`config.mk`:
```
export PLATFORM = sky130hd
export DESIGN_NAME = serial_dot_engine
export DESIGN_NICKNAME = d
export VERILOG_FILES = /design/src/rtl/serial_dot_engine.sv
export SDC_FILE = /design/constraint.sdc
export NUM_CORES = 1
export LEC_CHECK = 0
export BUFFER_PORTS_ARGS = -buffer_cell sky130_fd_sc_hd__buf_4
export CORE_MARGIN = 1.5
export CORE_UTILIZATION = 57
export DETAILED_ROUTE_END_ITERATION = 8
export HOLD_SLACK_MARGIN = 0.08
export PLACE_DENSITY = 0.91
export REMOVE_ABC_BUFFERS = 1
export SLEW_MARGIN = 15
export SYNTH_ARGS = -nofsm -noshare
export SYNTH_HDL_FRONTEND = slang
export SYNTH_SLANG_ARGS = --single-unit
```
`constraint.sdc`:
```
create_clock -name i_clock -period 5.75 [get_ports i_clock]
set_input_delay 0.2875 -clock i_clock [delete_from_list [all_inputs] [get_ports i_clock]]
set_output_delay 0.2875 -clock i_clock [all_outputs]
set_load 0.05 [all_outputs]
```
`src/rtl/serial_dot_engine.sv`:
```
// Element-serial vector engine: accumulates a*b (dot product) or |a-b| (SAD)
// over LEN element pairs, one pair per cycle, with a saturating accumulator.
module serial_dot_engine #(
    parameter int LEN   = 6,
    parameter int EW    = 1,
    parameter int ACC_W = 4
) (
    input  logic               i_clock,
    input  logic               i_reset,
    input  logic               i_start,
    input  logic               i_mode,
    input  logic [LEN*EW-1:0]  i_a_vec,
    input  logic [LEN*EW-1:0]  i_b_vec,
    output logic               o_busy,
    output logic               o_done,
    output logic [ACC_W-1:0]   o_result,
    output logic               o_ovf
);

    // state  | meaning
    // IDLE   | waiting for start
    // RUN    | consuming one element pair per cycle, LEN cycles
    // DONE   | one-cycle done pulse; start here reloads back-to-back
    typedef enum logic [1:0] {
        S_IDLE = 2'd0,
        S_RUN  = 2'd1,
        S_DONE = 2'd2
    } state_t;

    localparam int IW = $clog2(LEN);
    localparam int TW = 2 * EW;
    // One bit wider than the larger operand so acc + term never wraps.
    localparam int SW = ((ACC_W > TW) ? ACC_W : TW) + 1;

    state_t              r_state;
    state_t              w_state_nxt;
    logic [LEN*EW-1:0]   r_a_sh;
    logic [LEN*EW-1:0]   r_b_sh;
    logic                r_mode;
    logic [ACC_W-1:0]    r_acc;
    logic                r_sat;
    logic [IW-1:0]       r_idx;
    logic [ACC_W-1:0]    r_result;
    logic                r_ovf;

    logic                w_load;
    logic                w_last;
    logic [EW-1:0]       w_a;
    logic [EW-1:0]       w_b;
    logic [EW-1:0]       w_diff;
    logic [TW-1:0]       w_term;
    logic [SW-1:0]       w_sum;
    logic [ACC_W-1:0]    w_max;
    logic [ACC_W-1:0]    w_acc_nxt;
    logic                w_sat_nxt;

    always_comb begin
        w_state_nxt = r_state;
        o_busy      = 1'b0;
        o_done      = 1'b0;
        w_load      = 1'b0;
        w_last      = (r_idx == IW'(LEN - 1));
        case (r_state)
            S_IDLE: begin
                if (i_start) begin
                    w_load      = 1'b1;
                    w_state_nxt = S_RUN;
                end
            end
            S_RUN: begin
                o_busy = 1'b1;
                if (w_last) begin
                    w_state_nxt = S_DONE;
                end
            end
            S_DONE: begin
                o_done = 1'b1;
                if (i_start) begin
                    w_load      = 1'b1;
                    w_state_nxt = S_RUN;
                end else begin
                    w_state_nxt = S_IDLE;
                end
            end
            default: w_state_nxt = S_IDLE;
        endcase
    end

    always_comb begin
        w_a       = r_a_sh[EW-1:0];
        w_b       = r_b_sh[EW-1:0];
        w_diff    = (w_a >= w_b) ? (w_a - w_b) : (w_b - w_a);
        w_term    = r_mode ? TW'(w_diff) : (TW'(w_a) * TW'(w_b));
        w_sum     = SW'(r_acc) + SW'(w_term);
        w_max     = {ACC_W{1'b1}};
        w_acc_nxt = w_sum[ACC_W-1:0];
        w_sat_nxt = r_sat;
        if (w_sum > SW'(w_max)) begin
            w_acc_nxt = w_max;
            w_sat_nxt = 1'b1;
        end
    end

    always_ff @(posedge i_clock) begin
        if (i_reset) begin
            r_state  <= S_IDLE;
            r_a_sh   <= '0;
            r_b_sh   <= '0;
            r_mode   <= 1'b0;
            r_acc    <= '0;
            r_sat    <= 1'b0;
            r_idx    <= '0;
            r_result <= '0;
            r_ovf    <= 1'b0;
        end else begin
            r_state <= w_state_nxt;
            if (w_load) begin
                r_a_sh <= i_a_vec;
                r_b_sh <= i_b_vec;
                r_mode <= i_mode;
                r_acc  <= '0;
                r_sat  <= 1'b0;
                r_idx  <= '0;
            end else if (r_state == S_RUN) begin
                r_a_sh <= r_a_sh >> EW;
                r_b_sh <= r_b_sh >> EW;
                r_acc  <= w_acc_nxt;
                r_sat  <= w_sat_nxt;
                r_idx  <= r_idx + IW'(1);
                // Publish on the RUN->DONE edge so result is visible during DONE.
                if (w_last) begin
                    r_result <= w_acc_nxt;
                    r_ovf    <= w_sat_nxt;
                end
            end
        end
    end

    assign o_result = r_result;
    assign o_ovf    = r_ovf;

endmodule
```
==> flow_summary.ini, run 1 <==
[outcome]
status = completed

[worst_setup_path]
worstSetupPathType = flip-flop to flip-flop
cp_max_fo = 5
slowest_delay_ps = 350
required_ps = 5970
startpoint_type = flip-flop
path_buf_inv = 0
slowest_stage = dfxtp_1
path_delay_family = adder cells
crit_chain = ha_1 > mux2_2 > ha_1 > ha_1 > and3_1 > nor2_1 > a211oi_2
critPathCaptureType = flip-flop
cp_common_cell = ha_1
worstPathArrival_ps = 2280

[drt]
ant_nets = 0
wirelength_um = 2540
wl_per_cell_um = 14.1
vias = 1074
drt_pass1_iterations = 4
drt_iter0_drc = 12
drc = 0
viasPerCell = 5.97

[floorplan]
num_rows = 16
dieArea_mm2 = 0.00251
start_util = 0.625
core-area_mm2 = 0.00202
die_y_um = 50.1
io_pins = 23
die_x_um = 50.1

[sta]
setup_viol = 0
setup_slack_ps = 3690
tns_ps = 0
tightest_slew_ps = 867
post-route-period-util = 0.359
slew_headroom = 0.420
fin_crit_ps = 2060
fmax_mhz = 485
maxSlewViolCount = 0
skew_ps = 1.04
hold_violations = 0
rsz0062_at_grt = no

[global_route]
grt_antenna_before_repair = 0
grt_pass1_wl_um = 4130
gr-total-overflow = 0
grt_pass1_vias = 976
grt_usage = 0.216
grt_start_max_net_pins = 24

[clocking]
cts_made_buffers = 3
clkTransAtPathRegs_ps = 150
htreeDepth = 1
clk-insertion-delay-late_ps = 320
postCtsHoldBufs = 0
clockBufferDepth = 2
cts_resized = 0
root_buffer = clkbuf_4
clock-sinks = 28
post-cts-setup-buffers = 0
cts_tree = done

[placed_design]
place_hpwl_um = 1730
portBuffers = 22
gp_congestion = 0.802
pre_cts_ws_ps = 3730
dpl-instance-area_mm2 = 0.00139

[synth]
synth_top_area_share = 0.444
syn_area_mm2 = 0.00126
synth_seq_area_share = 0.444
ys.warnings.count = 0
yosys-top-cells-area = dfxtp_1 44%, nor3_1 6.3%, a211oi_2 5.0%
synth_seq_cells = 28
syn_inst = 136
synth_top_cell_by_area = dfxtp_1
syn_avg_cell_area_um2 = 9.29
synth_cell_types = 34

[layout]
layout-drive-gt1-share = 0.242
n_antenna_cell = 0
utilization = 0.704
area_growth_pct = 12.6
n_fill_cell = 158
mostFrequentLayoutCell = dfxtp_1
nets = 175
final_cell_mix = 28 x dfxtp_1, 22 x buf_4, 16 x nor2_1, 16 x nor3_1, 11 x nand2_1
fin_area_mm2 = 0.00142

[pwr]
ir_worst_vdd_v = 0.000186
power_w = 0.000359
power_density_mw_per_mm2 = 252
p_leak_nw = 0.566

[run]
max_cap_violations = 0

[worst_hold_path]
hold_class = input pin to flip-flop
## through the flow
step	hold WS (ps)	std cells
3_5_place_dp	462	176
2_1_floorplan	352	127
4_1_cts	186	180
6_report	189	180
5_1_grt	168	180
3_3_place_gp	447	176
## Yosys cell counts
master,count
a22oi_1,3
and3_1,1
buf_6,3
a31o_2,1
a311oi_1,2
xnor2_1,1
and2b_1,1
inv_4,1
o22ai_1,5
nand2b_4,1
nor3_1,16
nand3b_1,1
nand2_1,11
nor3_2,1
nand4b_1,2
a211oi_2,5
o211ai_1,2
xor2_1,2
a21oi_1,10
nand2b_1,1
buf_2,1
mux2i_1,1
nand3_1,4
buf_4,2
clkbuf_1,2
nor2b_1,1
nand2b_2,1
ha_1,5
dfxtp_1,28
inv_1,2
and4b_1,1
nor2_1,16
mux2_2,1
buf_8,1
## layout make-up
| class | count | area, µm² | share of cell area |
|---|---|---|---|
| Clock buffer | 4 | 36.3 | 0.0255 |
| Inverter | 3 | 13.8 | 0.00967 |
| Sequential cell | 28 | 561 | 0.394 |
| Multi-Input combinational cell | 96 | 613 | 0.431 |
| Tap cell | 27 | 33.8 | 0.0237 |
| Timing Repair Buffer | 22 | 165 | 0.116 |
## where the power goes
part	total (W)	internal (W)	switching, W
sequential	0.000211	0.000204	0.00000690
clock	0.0000966	0.0000388	0.0000578
combinational	0.0000513	0.0000218	0.0000296
## metal layers
metal  GRT usage  vias to the layer above  share of wire
met2       0.364                       26           0.50
met3      0.0394                        8          0.031
met5           0                        -              0
li1            -                      522              -
met1       0.261                      518           0.44
met4       0.102                        0          0.022
## worst min-delay path: cells and delay by family
kind	cells	cell delay, ps
buffers and inverters	1	110
and+or+nand+nor	1	50
AOI/OAI and AO/OA	1	50
## final timing paths
check	from	end	slack (ps)	cells past startpoint
setup reg to reg	r_a_sh[0]	r_acc[0]	3690	7
hold reg to reg	r_a_sh[1]	r_a_sh[1]	480	2
hold / removal	i_b_vec[5]	r_b_sh[5]	190	3
setup / recovery	r_a_sh[0]	r_acc[0]	3690	7
## flip-flops by register name, indices dropped and copies added, names as in the netlist
signal,cells
r_a_sh,6
o_result,4
o_ovf,1
r_state,2
r_b_sh,6
r_acc,4
r_sat,1
r_mode,1
r_idx,3
## cell families (layout without fill, tap and decap cells)
kind of cell               Yosys count  after routing  share of synthesized area
DFF                                 28             28                      0.444
adders and majority gates            5              5                     0.0495
xor gates and xnor gates             3              3                     0.0208
and+or+nand+nor                     58             58                      0.234
muxes                                2              2                     0.0168
buffers and inverters               12             29                     0.0713
AOI/OAI and AO/OA                   28             28                      0.164
No activity file was read; power rests on OpenSTA's default activity.
==> run 2: changes to the inputs <==
Settings changed: ABC_AREA from default to 1, CORE_UTILIZATION 57 to 54, PLACE_DENSITY 0.91 to 0.87.
Clock period 5.75 ns to 2 ns, I/O delays scaled along.
==> flow_summary.ini, run 2 <==
[clocking]
htreeDepth = 1
clkTransAtPathRegs_ps = 150
cts_tree = done
clk-insertion-delay-late_ps = 330
post-cts-setup-buffers = 0
cts_made_buffers = 3
clock-sinks = 28
root_buffer = clkbuf_4
clockBufferDepth = 2

[synth]
yosys-top-cells-count = 43 x nand2_1, 33 x nor2_1, 30 x inv_1
synth.most_common_cell = nand2_1
yosys-top-cells-area = dfxtp_1 41%, nand2_1 12%, nor2_1 9.1%
syn_avg_cell_area_um2 = 6.92
syn_inst = 197
async_flop_share = 0
ys.warnings.count = 0
synth_cell_types = 21
synth_seq_area_share = 0.411
synth_top_area_share = 0.411
synth_edf_count = 0
synth_top_flop_cell = dfxtp_1
synth_top_cell_by_area = dfxtp_1
syn_area_mm2 = 0.00136
synth_seq_cells = 28

[worst_setup_path]
worstPathArrival_ps = 2080
critPathCaptureType = flip-flop
cp_max_fo = 4
reg2reg_depth = 10
crit_chain = ha_1 > mux2_2 > ha_1 > ha_1 > inv_1 > nand2_1 > nand2_1 > nand2_1 > o21ai_0 > inv_1
required_ps = 2250
startpoint_type = flip-flop
path_delay_family = adder cells
slowest_stage = dfxtp_1
slowest_delay_ps = 340
cp.depth = 10
path_buf_inv = 2
worstSetupPathType = flip-flop to flip-flop

[sta]
maxSlewViolCount = 0
slew_headroom = 0.759
rsz0062_at_grt = no
fin_crit_ps = 1830
fmax_mhz = 546
post-route-period-util = 0.916
tightest_slew_ps = 360
skew_ps = 11.8
setup_viol = 0
hold_violations = 0
setup_slack_ps = 167
tns_ps = 0

[drt]
wirelength_um = 2570
viasPerCell = 4.75
ant_nets = 0
vias = 1196
drt_iter0_drc = 27
drc = 0
wl_per_cell_um = 10.2
drt_pass1_iterations = 4

[floorplan]
die_y_um = 53.2
start_util = 0.560
io_pins = 23
num_rows = 18
core-area_mm2 = 0.00243
dieArea_mm2 = 0.00283
die_x_um = 53.2

[layout]
utilization = 0.667
n_fill_cell = 225
final_cell_mix = 43 x nand2_1, 33 x nor2_1, 30 x inv_1, 27 x dfxtp_1, 22 x buf_4
mostFrequentLayoutCell = nand2_1
n_antenna_cell = 0
top_regs = r_a_sh (6), r_b_sh (6)
nets = 244
layout-drive-gt1-share = 0.171
area_growth_pct = 19.1

[pwr]
power.switching_w = 0.000287
p_sw_frac = 0.248
power_density_mw_per_mm2 = 712
ir_worst_vdd_v = 0.000475
p_clk_frac = 0.315
p_leak_nw = 0.847
seq_power_share = 0.533
internal_power_w = 0.000869
comb_power_share = 0.152

[worst_hold_path]
hold_depth = 5
hold_class = input pin to flip-flop

[global_route]
grt_pass1_wl_um = 4130
grt_pass1_vias = 1000
grt_antenna_before_repair = 0
grt_usage = 0.194
grt_start_max_net_pins = 18
gr-total-overflow = 0

[placed_design]
portBuffers = 22
gp_congestion = 0.861
place_hpwl_um = 1840
pre_cts_ws_ps = 145

[run]
max_cap_violations = 0

[outcome]
status = completed
run 2: cell count changes in the layout (fill, tap and decap cells not counted), moves of 6 or more:
cell	change
nand2_1	+32
o21ai_0	+16
nor3_1	-16
inv_1	+28
nor2_1	+17
nand3_1	+6
run 2: final timing paths:
path	to	start	slack, ps
min reg2reg	r_sat	r_sat	470
min	r_b_sh[3]	i_b_vec[3]	80
max	r_acc[2]	r_a_sh[0]	170
max reg2reg	r_acc[2]	r_a_sh[0]	170
run 2: cells by family after synthesis:
group | Yosys count | synth area share
AO/OA/AOI/OAI | 30 | 0.111
XOR/XNOR | 1 | 0.00643
buffers and inverters | 40 | 0.133
flip-flops | 28 | 0.411
multiplexers | 1 | 0.00826
AND/OR/NAND/NOR | 92 | 0.284
adder cells (fa/ha/maj) | 5 | 0.0459
run 2: stage by stage:
step / total power [W] / cell area, µm² / std cells / hold WS [ps]
finish: 0.00116 / 1620 / 252 / 84.7
floorplan: 0.000738 / 1310 / 191 / 169
global placement: 0.000792 / 1510 / 243 / 345
global route: 0.00122 / 1620 / 252 / 93.7
CTS: 0.00116 / 1620 / 252 / 84.1
detailed placement: 0.000795 / 1510 / 243 / 347
run 2: area by class of cell:
cell class / instances / area, µm² / area share
Tap cell: 30 / 37.5 / 0.0231
Inverter: 34 / 130 / 0.0802
Clock buffer: 3 / 22.5 / 0.0139
Timing Repair Buffer: 27 / 215 / 0.133
Sequential cell: 28 / 562 / 0.346
Clock inverter: 1 / 30.0 / 0.0185
Multi-Input combinational cell: 129 / 626 / 0.386
run 2: worst reg2reg max path, stage by stage (launching register included):
cell,delay [ps]
dfxtp_1,340
ha_1,270
mux2_2,270
ha_1,220
ha_1,250
inv_1,70
nand2_1,50
nand2_1,50
nand2_1,60
o21ai_0,140
inv_1,50
run 2: per-layer routing:
layer  vias to the layer above  GRT usage  part of all wire
met5                         -          0                 0
met4                         0     0.0427            0.0082
met3                         2     0.0282             0.049
met2                        28      0.327              0.47
met1                       511      0.261              0.47
li1                        655          -                 -
run 2: what timing repair did:
item,in CTS,in global routing
resized for setup,0,2
hold buffers,5,0
endpoints found under the hold margin,10,0
setup endpoints to repair,0,2
run 2: power by group through the flow:
stage	logic [W]	clock network [W]	registers, W
after floorplan	0.000116	0	0.000622
after global placement	0.000165	0	0.000626
after detailed placement	0.000167	0	0.000627
after CTS	0.000176	0.000372	0.000615
after global routing	0.000198	0.000400	0.000621
final	0.000176	0.000364	0.000616
==> run 3: changes to the inputs <==
Settings changed: CAP_MARGIN from default to 20, CORE_UTILIZATION 54 to 49, PLACE_DENSITY 0.87 to 0.84.
Clock period 2 ns to 1.5 ns, I/O delays scaled along.
==> flow_summary.ini, run 3 (synthesized netlist as in run 2, its figures left out) <==
[layout]
final_cell_mix = 40 x nand2_1, 32 x nor2_1, 29 x inv_1, 27 x buf_4, 25 x dfxtp_1
seq_area_um2 = 564
multi_input_area_um2 = 684
layout-drive-gt1-share = 0.234
utilization = 0.708
mostFrequentLayoutCell = nand2_1
n_antenna_cell = 0
n_fill_cell = 210
fin_area_mm2 = 0.00180
nets = 257
fin_cells = 265
area_growth_pct = 32.2
top_regs = r_a_sh (6), r_b_sh (6)

[worst_setup_path]
critPathCaptureType = flip-flop
required_ps = 1750
startpoint_type = flip-flop
rrSetupSlack_ps = -210
cp_max_fo = 4
worstSetupPathType = flip-flop to flip-flop
worstPathArrival_ps = 1960

[drt]
drc = 0
wl_per_cell_um = 12.0
ant_nets = 0
drt_iter0_drc = 38
drt_pass1_iterations = 4
vias = 1308
wirelength_um = 3180
viasPerCell = 4.94

[sta]
skew_ps = 4.61
maxSlewViolCount = 0
post-route-period-util = 1.14
fin_crit_ps = 1710
slew_headroom = 0.759
fmax_mhz = 583
hold_slack_ps = 93.6
setup_slack_ps = -214
rsz0062_at_grt = yes
hold_violations = 0
setup_viol = 9
tightest_slew_ps = 360

[placed_design]
place_inst = 248
portBuffers = 22
gp_congestion = 0.804
dpl-instance-area_mm2 = 0.00155
place_hpwl_um = 1900
pre_cts_ws_ps = -362

[pwr]
comb_power_share = 0.177
p_clk_frac = 0.311
power.switching_w = 0.000424
p_sw_frac = 0.263
ir_worst_vdd_v = 0.000648
power_density_mw_per_mm2 = 895
internal_power_w = 0.00119
p_leak_nw = 0.898
seq_power_share = 0.512

[clocking]
cts_made_buffers = 3
clk-insertion-delay-late_ps = 330
clkTransAtPathRegs_ps = 150
clockBufferDepth = 2
root_buffer = clkbuf_4
cts_tree = done
clock-sinks = 28
htreeDepth = 1

[outcome]
violations = negative setup slack
status = complete, but fails checks

[floorplan]
core-area_mm2 = 0.00254
num_rows = 18
die_x_um = 55.7
io_pins = 23
start_util = 0.535
dieArea_mm2 = 0.00311
die_y_um = 55.7

[global_route]
grt_start_max_net_pins = 17
grt_usage = 0.210
grt_pass1_wl_um = 5250
grt_antenna_before_repair = 0
gr-total-overflow = 0
grt_pass1_vias = 1217

[run]
max_cap_violations = 0

[worst_hold_path]
hold_class = input pin to flip-flop
[run 3: changes by cell type in the layout (fill, tap and decap cells not counted), sizes merged]
cell         change
dlygate4sd3      +8
buf              +5
[run 3: cell type report]
type | count | area share
Multi-Input combinational cell | 129 | 0.380
Sequential cell | 28 | 0.313
Timing Repair Buffer | 40 | 0.185
Inverter | 34 | 0.0722
Tap cell | 30 | 0.0208
Clock inverter | 1 | 0.0167
Clock buffer | 3 | 0.0125
[run 3: path summary, 6_finish.rpt]
check / from / cells after the start / to
worst min register to register: r_idx[2] / 2 / r_idx[2]
worst max register to register: r_a_sh[0] / 10 / o_result[2]
worst min-delay path: i_b_vec[0] / 5 / r_b_sh[0]
worst max-delay path: r_a_sh[0] / 10 / o_result[2]
[run 3: timing repair]
item / 4_1_cts / 5_1_grt
hold buffers: 13 / 0
endpoints found under the setup margin: 11 / 11
gates resized for setup: 10 / 8
pin swaps: 3 / 2
buffers inserted: 0 / 1
hold endpoints to repair: 15 / 0
[run 3: critical path, cell delays in order (launching register included)]
cell and delay [ps]:
dfxtp_2 370, ha_4 230, mux2_4 260, ha_4 170, ha_4 170, inv_2 50, nand2_1 60, nand2_1 70
nand2_2 60, nor2_1 140, nor2_1 50
[run 3: routing by layer]
| layer | global-route usage | share of wire | vias to the layer above | wire [µm] |
|---|---|---|---|---|
| li1 | - | - | 677 | - |
| met1 | 0.278 | 0.45 | 587 | 1440 |
| met2 | 0.345 | 0.49 | 35 | 1560 |
| met3 | 0.0209 | 0.028 | 9 | 89 |
| met4 | 0.0941 | 0.027 | 0 | 85 |
| met5 | 0 | 0 | - | 0 |
[run 3: stage by stage]
stage          TNS (ps)  total power (W)
2_1_floorplan     -1720         0.000984
3_3_place_gp      -2170          0.00107
3_5_place_dp      -2440          0.00107
4_1_cts           -1280          0.00160
5_1_grt           -1970          0.00170
6_report          -1240          0.00161
[run 3: power by group through the flow]
stage          Combinational (W)  Sequential [W]  Clock [W]
5_1_grt                 0.000319        0.000834   0.000545
4_1_cts                 0.000269        0.000823   0.000505
6_report                0.000285        0.000827   0.000501
3_5_place_dp            0.000237        0.000836          0
3_3_place_gp            0.000233        0.000835          0
2_1_floorplan           0.000155        0.000829          0
